$ cat src/rtl/arbiter_n_to_1_response_pkg.sv
// rtl/arbiter_n_to_1_response_pkg.sv - shared packet/FIFO-status types and round-robin index helper
package arbiter_n_to_1_response_pkg;

  localparam int MAX_MEMORY_RECEIVER = 16;

  typedef struct packed {
    logic [7:0]  tag;
    logic [31:0] addr;
    logic [31:0] data;
  } MemoryPacketPayload;

  typedef struct packed {
    logic               valid;
    MemoryPacketPayload payload;
  } MemoryPacket;

  typedef struct packed {
    logic rd_en;
  } FIFOStateSignalsInput;

  typedef struct packed {
    logic full;
    logic empty;
    logic valid;
    logic prog_full;
    logic rst_busy;
  } FIFOStateSignalsOutput;

  function automatic int rr_index(input int base, input int offset, input int n);
    return (base + offset) % n;
  endfunction

endpackage

$ cat src/rtl/arbiter_n_to_1_response_if.sv
// rtl/arbiter_n_to_1_response_if.sv - producer/consumer bus bundle for the N-to-1 response merger
interface arbiter_n_to_1_response_if #(
  parameter int NUM_MEMORY_RECEIVER = 2
);
  import arbiter_n_to_1_response_pkg::*;

  MemoryPacket           [NUM_MEMORY_RECEIVER-1:0] response_in;
  FIFOStateSignalsInput                            fifo_response_signals_in;
  FIFOStateSignalsOutput [NUM_MEMORY_RECEIVER-1:0] fifo_response_signals_out;
  MemoryPacket                                     response_out;
  logic                                            fifo_setup_signal;

  modport slave (
    input  response_in, fifo_response_signals_in,
    output fifo_response_signals_out, response_out, fifo_setup_signal
  );

  modport master (
    output response_in, fifo_response_signals_in,
    input  fifo_response_signals_out, response_out, fifo_setup_signal
  );

endinterface

$ cat src/rtl/arbiter_n_to_1_response_fifo.sv
// rtl/arbiter_n_to_1_response_fifo.sv - sync FWFT buffer with reset-busy window and prog_full
module xpm_fifo_sync_wrapper #(
  parameter int DEPTH       = 16,
  parameter int PROG_THRESH = 8,
  parameter int WIDTH       = 8
) (
  input  logic             clk,
  input  logic             srst,
  input  logic             wr_en,
  input  logic [WIDTH-1:0] din,
  input  logic             rd_en,
  output logic [WIDTH-1:0] dout,
  output logic             valid,
  output logic             empty,
  output logic             full,
  output logic             prog_full,
  output logic             wr_rst_busy,
  output logic             rd_rst_busy
);
  localparam int AW = $clog2(DEPTH);
  localparam int CW = $clog2(DEPTH + 1);
  localparam logic [2:0] BUSY_CYCLES = 3'd4;

  logic [WIDTH-1:0] mem [DEPTH];
  logic [AW-1:0]    wr_ptr, rd_ptr;
  logic [CW-1:0]    mem_count, total;
  logic             mid_valid, out_valid;
  logic [WIDTH-1:0] mid_data, out_data;
  logic [2:0]       busy_cnt;
  logic             busy, wr_accept, pop, out_load, mid_load;

  // Registered RAM read feeds a mid stage, which feeds the FWFT head register.
  assign busy      = (busy_cnt != 3'd0);
  assign total     = mem_count + CW'(mid_valid) + CW'(out_valid);
  assign wr_accept = wr_en && !busy && (total < CW'(DEPTH));
  assign pop       = rd_en && out_valid;
  assign out_load  = mid_valid && (!out_valid || pop);
  assign mid_load  = (mem_count != '0) && (!mid_valid || out_load);

  always_ff @(posedge clk) begin
    if (srst) begin
      busy_cnt  <= BUSY_CYCLES;
      wr_ptr    <= '0;
      rd_ptr    <= '0;
      mem_count <= '0;
      mid_valid <= 1'b0;
      out_valid <= 1'b0;
    end else begin
      if (busy) busy_cnt <= busy_cnt - 3'd1;
      if (wr_accept) wr_ptr <= wr_ptr + 1'b1;
      if (mid_load) rd_ptr <= rd_ptr + 1'b1;
      mem_count <= mem_count + CW'(wr_accept) - CW'(mid_load);
      if (mid_load) mid_valid <= 1'b1;
      else if (out_load) mid_valid <= 1'b0;
      if (out_load) out_valid <= 1'b1;
      else if (pop) out_valid <= 1'b0;
    end
  end

  always_ff @(posedge clk) begin
    if (wr_accept) mem[wr_ptr] <= din;
    if (mid_load) mid_data <= mem[rd_ptr];
    if (out_load) out_data <= mid_data;
  end

  assign dout        = out_data;
  assign valid       = out_valid;
  assign empty       = !out_valid;
  assign full        = busy || (total == CW'(DEPTH));
  assign prog_full   = busy || (total >= CW'(PROG_THRESH));
  assign wr_rst_busy = busy;
  assign rd_rst_busy = busy;

endmodule

$ cat src/rtl/arbiter_n_to_1_response_rr.sv
// rtl/arbiter_n_to_1_response_rr.sv - round-robin arbiter: scan from ptr, one-hot grant and next pointer
module rr_arbiter_n #(
  parameter int N = 2
) (
  input  logic [N-1:0]         req,
  input  logic                 en,
  input  logic [$clog2(N)-1:0] ptr,
  output logic [N-1:0]         grant,
  output logic [$clog2(N)-1:0] grant_idx,
  output logic                 grant_valid,
  output logic [$clog2(N)-1:0] ptr_next
);
  import arbiter_n_to_1_response_pkg::*;

  localparam int IW = $clog2(N);

  always_comb begin
    grant       = '0;
    grant_idx   = ptr;
    grant_valid = 1'b0;
    ptr_next    = ptr;
    for (int k = 0; k < N; k++) begin
      if (en && !grant_valid && req[rr_index(int'(ptr), k, N)]) begin
        grant_valid = 1'b1;
        grant_idx   = IW'(rr_index(int'(ptr), k, N));
      end
    end
    if (grant_valid) begin
      grant[grant_idx] = 1'b1;
      ptr_next         = IW'(rr_index(int'(grant_idx), 1, N));
    end
  end

endmodule

$ cat src/rtl/arbiter_n_to_1_response.sv
// rtl/arbiter_n_to_1_response.sv - merges N buffered packet streams into one registered output
module arbiter_n_to_1_response #(
  parameter int NUM_MEMORY_RECEIVER = 2,
  parameter int FIFO_DEPTH          = 16,
  parameter int PROG_THRESH         = 8
) (
  input  logic                            ap_clk,
  input  logic                            areset_n,
  arbiter_n_to_1_response_if.slave        resp_if
);
  import arbiter_n_to_1_response_pkg::*;

  localparam int N  = (NUM_MEMORY_RECEIVER > MAX_MEMORY_RECEIVER) ? MAX_MEMORY_RECEIVER
                                                                   : NUM_MEMORY_RECEIVER;
  localparam int IW = $clog2(N);
  localparam int PW = $bits(MemoryPacketPayload);
  localparam FIFOStateSignalsOutput STATUS_RST = '{full: 1'b1, empty: 1'b1, valid: 1'b0,
                                                  prog_full: 1'b1, rst_busy: 1'b1};

  MemoryPacket           [N-1:0] in_q;
  MemoryPacket                   out_q;
  FIFOStateSignalsOutput [N-1:0] status_q;
  logic                          rd_en_q, setup_q, grant_valid;
  logic [1:0]                    srst_sync;
  logic [IW-1:0]                 ptr, ptr_next, grant_idx;
  logic [N-1:0]                  req, grant, wr_busy, rd_busy, b_empty, b_full, b_pfull;
  logic [PW-1:0]                 head [N];

  // Buffers enter reset immediately with areset_n but leave it two edges later.
  always_ff @(posedge ap_clk or negedge areset_n) begin
    if (!areset_n) srst_sync <= 2'b11;
    else           srst_sync <= {srst_sync[0], 1'b0};
  end

  for (genvar i = 0; i < N; i++) begin : g_buf
    xpm_fifo_sync_wrapper #(
      .DEPTH(FIFO_DEPTH), .PROG_THRESH(PROG_THRESH), .WIDTH(PW)
    ) u_fifo (
      .clk(ap_clk), .srst(srst_sync[1]),
      .wr_en(in_q[i].valid), .din(in_q[i].payload),
      .rd_en(grant[i]), .dout(head[i]), .valid(req[i]), .empty(b_empty[i]),
      .full(b_full[i]), .prog_full(b_pfull[i]),
      .wr_rst_busy(wr_busy[i]), .rd_rst_busy(rd_busy[i])
    );
  end

  rr_arbiter_n #(.N(N)) u_rr (
    .req(req), .en(rd_en_q && !setup_q), .ptr(ptr),
    .grant(grant), .grant_idx(grant_idx), .grant_valid(grant_valid), .ptr_next(ptr_next)
  );

  always_ff @(posedge ap_clk or negedge areset_n) begin
    if (!areset_n) begin
      in_q     <= '0;
      out_q    <= '0;
      rd_en_q  <= 1'b0;
      setup_q  <= 1'b1;
      ptr      <= '0;
      for (int i = 0; i < N; i++) status_q[i] <= STATUS_RST;
    end else begin
      for (int i = 0; i < N; i++) begin
        in_q[i]     <= resp_if.response_in[i];
        status_q[i] <= '{full: b_full[i], empty: b_empty[i], valid: req[i],
                         prog_full: b_pfull[i], rst_busy: wr_busy[i] | rd_busy[i]};
      end
      rd_en_q     <= resp_if.fifo_response_signals_in.rd_en;
      setup_q     <= |(wr_busy | rd_busy);
      ptr         <= ptr_next;
      out_q.valid <= grant_valid;
      if (grant_valid) out_q.payload <= head[grant_idx];
    end
  end

  assign resp_if.response_out              = out_q;
  assign resp_if.fifo_response_signals_out = status_q;
  assign resp_if.fifo_setup_signal         = setup_q;

endmodule
$ cat src/flat_wrapper.sv
// flat-port wrapper written by rule: the top's interface ports become plain ports
module arbiter_n_to_1_response_flat import arbiter_n_to_1_response_pkg::*;
#(
  parameter int NUM_MEMORY_RECEIVER = 2,
  parameter int FIFO_DEPTH          = 16,
  parameter int PROG_THRESH         = 8
)
  (ap_clk, areset_n, resp_if_response_in, resp_if_fifo_response_signals_in, resp_if_fifo_response_signals_out, resp_if_response_out, resp_if_fifo_setup_signal);
  arbiter_n_to_1_response_if #(.NUM_MEMORY_RECEIVER(NUM_MEMORY_RECEIVER)) resp_if_i ();
  input  logic ap_clk;
  input  logic areset_n;
  input wire logic [$bits(resp_if_i.response_in)-1:0] resp_if_response_in;
  input wire logic [$bits(resp_if_i.fifo_response_signals_in)-1:0] resp_if_fifo_response_signals_in;
  output wire logic [$bits(resp_if_i.fifo_response_signals_out)-1:0] resp_if_fifo_response_signals_out;
  output wire logic [$bits(resp_if_i.response_out)-1:0] resp_if_response_out;
  output wire logic [$bits(resp_if_i.fifo_setup_signal)-1:0] resp_if_fifo_setup_signal;
  assign resp_if_i.response_in = resp_if_response_in;
  assign resp_if_i.fifo_response_signals_in = resp_if_fifo_response_signals_in;
  assign resp_if_fifo_response_signals_out = resp_if_i.fifo_response_signals_out;
  assign resp_if_response_out = resp_if_i.response_out;
  assign resp_if_fifo_setup_signal = resp_if_i.fifo_setup_signal;
  arbiter_n_to_1_response #(.NUM_MEMORY_RECEIVER(NUM_MEMORY_RECEIVER), .FIFO_DEPTH(FIFO_DEPTH), .PROG_THRESH(PROG_THRESH)) u_core (.ap_clk(ap_clk), .areset_n(areset_n), .resp_if(resp_if_i));
endmodule
$ cat config.mk
export PLATFORM = sky130hd
export DESIGN_NAME = arbiter_n_to_1_response_flat
export DESIGN_NICKNAME = d
export VERILOG_FILES = /design/src/rtl/arbiter_n_to_1_response_pkg.sv /design/src/rtl/arbiter_n_to_1_response_if.sv /design/src/rtl/arbiter_n_to_1_response_fifo.sv /design/src/rtl/arbiter_n_to_1_response_rr.sv /design/src/rtl/arbiter_n_to_1_response.sv /design/src/flat_wrapper.sv
export SDC_FILE = /design/constraint.sdc
export NUM_CORES = 2
export LEC_CHECK = 0
export CAP_MARGIN = 0
export CORE_ASPECT_RATIO = 0.9
export CORE_MARGIN = 5
export CORE_UTILIZATION = 65
export CTS_BUF_LIST = sky130_fd_sc_hd__clkbuf_16
export DETAILED_ROUTE_END_ITERATION = 10
export PLACE_DENSITY = 0.83
export SLEW_MARGIN = 20
export SYNTH_ARGS = -nofsm -noshare
export SYNTH_HDL_FRONTEND = slang
export SYNTH_SLANG_ARGS = --single-unit
$ cat constraint.sdc
create_clock -name ap_clk -period 12.7 [get_ports ap_clk]
set_input_delay 1.905 -clock ap_clk [delete_from_list [all_inputs] [get_ports ap_clk]]
set_output_delay 1.905 -clock ap_clk [all_outputs]
set_load 0.005 [all_outputs]
==> flow_summary_export.csv <==
group,metric,value,unit
status,outcome,"finished, final reports clean",
setup_path,critPathBufInv,3,
detailed_routing,via_count,54906,
synth,async_flop_share,0.0818,
placed_design,global_placement_routability_congestion,0.819,
clock_tree,ctsRootBufferMaster,"clkbuf_16",
synth,syn-instance-count,5130,
clock_tree,post_cts.repair.setup_buffers,0,
synth,mappedNetlistNets,5315,
floorplan,io_pins,233,
sta,slew_violations,0,
sta,fin_crit,4.73,ns
global_route,globalRoute.totalOverflow,0,
floorplan,die_width,436,microns
finish,fillers,8375,
global_route,track_usage,0.308,
clock_tree,clock-sinks,2862,
setup_path,worst_path_most_repeated_cell,"inv_1",
clock_tree,cts_buffers,283,
sta,relative_max_transition_margin,0.192,
detailed_routing,first_drt_iteration_drcs,8990,
setup_path,crit_slowest_cell,"nor2_4",
finish,post_layout_nonfiller_instances,7800,
clock_tree,clk_transition_reported_paths,0.07,ns
floorplan,design.core.area,0.162,sq mm
detailed_routing,remaining_drc_errors,0,
finish,final_core_util,0.737,
synth,syn-cell-area,0.106,sq mm
synth,synth_sequential_area_ratio,0.794,
sta,worst_slew_pin_slew,1.21,ns
clock_tree,cts_buffer_depth,4,
placed_design,placed_area,0.111,sq mm
placed_design,io_buffer_count,232,
detailed_routing,post_drt_wl_per_cell,34.0,microns
synth,synth_edf_count,2592,
clock_tree,tritoncts,"done",
setup_path,cp_cell_sequence,"inv_1 -> fa_1 -> inv_1 -> ha_1 -> a21boi_0 -> and4b_1 -> nand2_1 -> nor2_4 -> buf_4",
job,maxcap_viol_count,0,
synth,synth_largest_type_area_fraction,0.732,
floorplan,cell_row_count,140,
setup_path,path_delay_family,"simple AND/OR/NAND/NOR gates",
placed_design,dp_slack,8.11,ns
hold_path,min_path_type,"reg -> reg",
global_route,initial_antenna_violation_count,6,
power,power.static_leakage,39.9,nW
sta,max_clock_freq,212,MHz
sta,clock_skew,0.0661,ns
sta,final_hold_viols,0,
setup_path,start_kind,"flop",
power,cellPowerDensity,197,mW/mm^2
global_route,pin_count_of_the_biggest_net_entering_global_routing,145,
sta,hold-worst-slack,0.351,ns
finish,layout.area.seq,0.0845,sq mm
sta,setup_viol,0,
setup_path,timing.critical_path.required,13.21,ns
synth,yosysWarningCount,0,
placed_design,numPlacedInstances,7303,
sta,timing.setup.tns,0,ns
setup_path,worstSetupEndpointType,"flop",
clock_tree,clock_tree.htree_level_count,5,
global_route,grt_first_pass_wirelength,386000,microns
finish,stdcell_area,0.120,sq mm
sta,final_cycle_share,0.372,
detailed_routing,antenna_violating_nets_post_route,0,
setup_path,worst-setup-path-type,"reg -> reg",
detailed_routing,drt-total-wl,265000,microns
power,total_power,23.6,mW
synth,post_synth_num_cell_types,51,
setup_path,crit_path_max_incr_delay,0.96,ns
finish,nets,5644,
clock_tree,cts_resized,0,
finish,post_route_cells_drive_above_1_share,0.156,
synth,synthTopCellsByArea,"edfxtp_1 (73%), mux4_2 (6.1%), mux2i_1 (5.4%), dfrtp_1 (5.2%), a221oi_1 (1.8%)",
floorplan,fp.dieH,394,microns
clock_tree,postCtsHoldBufs,0,
sta,timing.final.ws_setup,7.97,ns
setup_path,cp.arrival,5.24,ns
finish,area_used_by_multi_input_combinational_logic,0.0201,sq mm
detailed_routing,firstDrtPassIters,9,
synth,avgSynthCellArea,20.7,sq um
floorplan,die-area,0.172,sq mm
synth,postSynthRegisterBits,2862,
detailed_routing,vias_per_cell,7.04,
floorplan,floorplan.initialDensity,0.656,
power,ir_drop,0.163,mV
setup_path,critical_path.max_fanout,46,
synth,synth.largest_area_cell,"edfxtp_1",
finish,flow.area_growth_from_synthesis,12.4,%
placed_design,detailed_place_hpwl,131000,microns
global_route,vias_in_the_first_global_route,56809,
synth,synth_ff_type,"edfxtp_1",
clock_tree,insertion_delay,0.93,ns
sta,unrepaired_setup_endpoints_after_global_routing,"false",
## sequential cells by signal, summed over array words and instances, names as in the netlist, 2 cells and up
name / flops
u_core.resp_if.response_out: 73
u_core.g_buf.u_fifo.mem_count: 10
u_core.g_buf.u_fifo.mid_valid: 2
u_core.g_buf.u_fifo.busy_cnt: 6
u_core.g_buf.u_fifo.valid: 2
u_core.g_buf.u_fifo.mem: 2304
u_core.g_buf.u_fifo.mid_data: 144
u_core.g_buf.u_fifo.wr_ptr: 8
u_core.resp_if.fifo_response_signals_out: 10
u_core.g_buf.u_fifo.dout: 144
u_core.g_buf.u_fifo.rd_ptr: 8
u_core.in_q: 146
u_core.srst_sync: 2
## where the power goes
part	switching, mW	total [mW]	internal (mW)
Sequential	0.672	11.8	11.1
Clock	3.46	8.08	4.62
Combinational	2.02	3.69	1.67
Total	6.15	23.6	17.4
## area by class of cell
class	count	share of cell area
clock inverters	201	0.0125
clock buffers	293	0.0613
flip-flops and latches	2862	0.706
diodes	2	0.0000419
inverters	115	0.00363
multi-input cells	1880	0.168
repair buffers	317	0.0257
well taps	2130	0.0223
## placed cells by master (no fill, tap or decap), types with 5 or more instances in the layout
cell	netlist	routed
mux4_2	288	288
buf_12	3	6
clkinv_2	0	45
a21oi_1	24	22
a221oi_1	221	221
xnor2_1	10	10
a22oi_1	144	144
inv_1	113	175
clkinv_1	0	53
dfxtp_1	36	28
dfstp_2	11	11
o31ai_1	6	6
edfxtp_1	2592	2592
nor2b_1	19	14
nor2_1	33	19
nand2_1	157	157
ha_1	32	32
a21o_1	6	6
a221oi_2	67	67
clkdlybuf4s50_1	0	231
nor2_4	0	14
nor2b_4	0	5
buf_4	30	76
a222oi_1	72	72
clkinv_4	0	5
nor3_2	0	5
mux2i_1	578	578
nand3_1	8	8
bufinv_16	0	22
and3_4	0	14
clkinvlp_4	0	9
o21ai_0	148	148
dfrtp_1	223	223
dfxtp_4	0	8
clkbuf_16	0	293
## path summary, 6_finish.rpt
kind | endpoint | slack, ns | startpoint | cells past startpoint
setup / recovery | u_core.g_buf[0].u_fifo.mem[4][36]$_DFFE_PP_ | 7.97 | u_core.g_buf[0].u_fifo.valid$_SDFFE_PP0P_ | 9
hold reg to reg | u_core.srst_sync[1]$_DFF_PN1_ | 0.35 | u_core.srst_sync[0]$_DFF_PN1_ | 0
hold / removal | u_core.srst_sync[1]$_DFF_PN1_ | 0.35 | u_core.srst_sync[0]$_DFF_PN1_ | 0
min in group asynchronous | u_core.in_q[104]$_DFF_PN0_ | 1.03 | areset_n | 1
setup reg to reg | u_core.g_buf[0].u_fifo.mem[4][36]$_DFFE_PP_ | 7.97 | u_core.g_buf[0].u_fifo.valid$_SDFFE_PP0P_ | 9
max in group asynchronous | u_core.in_q[38]$_DFF_PN0_ | 10.34 | areset_n | 2
## cell usage after synthesis (all sizes together), types with 24 or more instances
library cell	n
mux4	288
a222oi	72
dfxtp	36
mux2i	578
dfrtp	223
nor2	33
nand2	157
a221oi	288
buf	145
ha	32
clkbuf	128
o21ai	151
edfxtp	2592
a22oi	144
inv	115
a21oi	24
## worst reg2reg max path: cells and delay by family (launching register included)
family                   cells  cell delay, ns
AND/OR/NAND/NOR              3            1.89
buffers and inverters        3            1.06
adder cells (fa/ha/maj)      2            0.65
flip-flops                   1            0.56
AO/OA/AOI/OAI                1            0.12
## cell families after synthesis
group                    after synthesis  synth area share
adder cells (fa/ha/maj)               36           0.00452
multiplexers                         866             0.115
AO/OA/AOI/OAI                        697            0.0541
buffers and inverters                388            0.0198
XOR/XNOR                              14           0.00115
flip-flops                          2862             0.794
AND/OR/NAND/NOR                      266            0.0114
other                                  1         0.0000353
## routing by layer
| metal | wire length (microns) | part of all wire | global-route usage |
|---|---|---|---|
| met1 | 90700 | 0.34 | 0.405 |
| met2 | 130000 | 0.49 | 0.496 |
| met3 | 29600 | 0.11 | 0.0701 |
| met4 | 14100 | 0.053 | 0.147 |
| met5 | 24 | 0.000091 | 0 |
(Power assumes the default switching activity.)
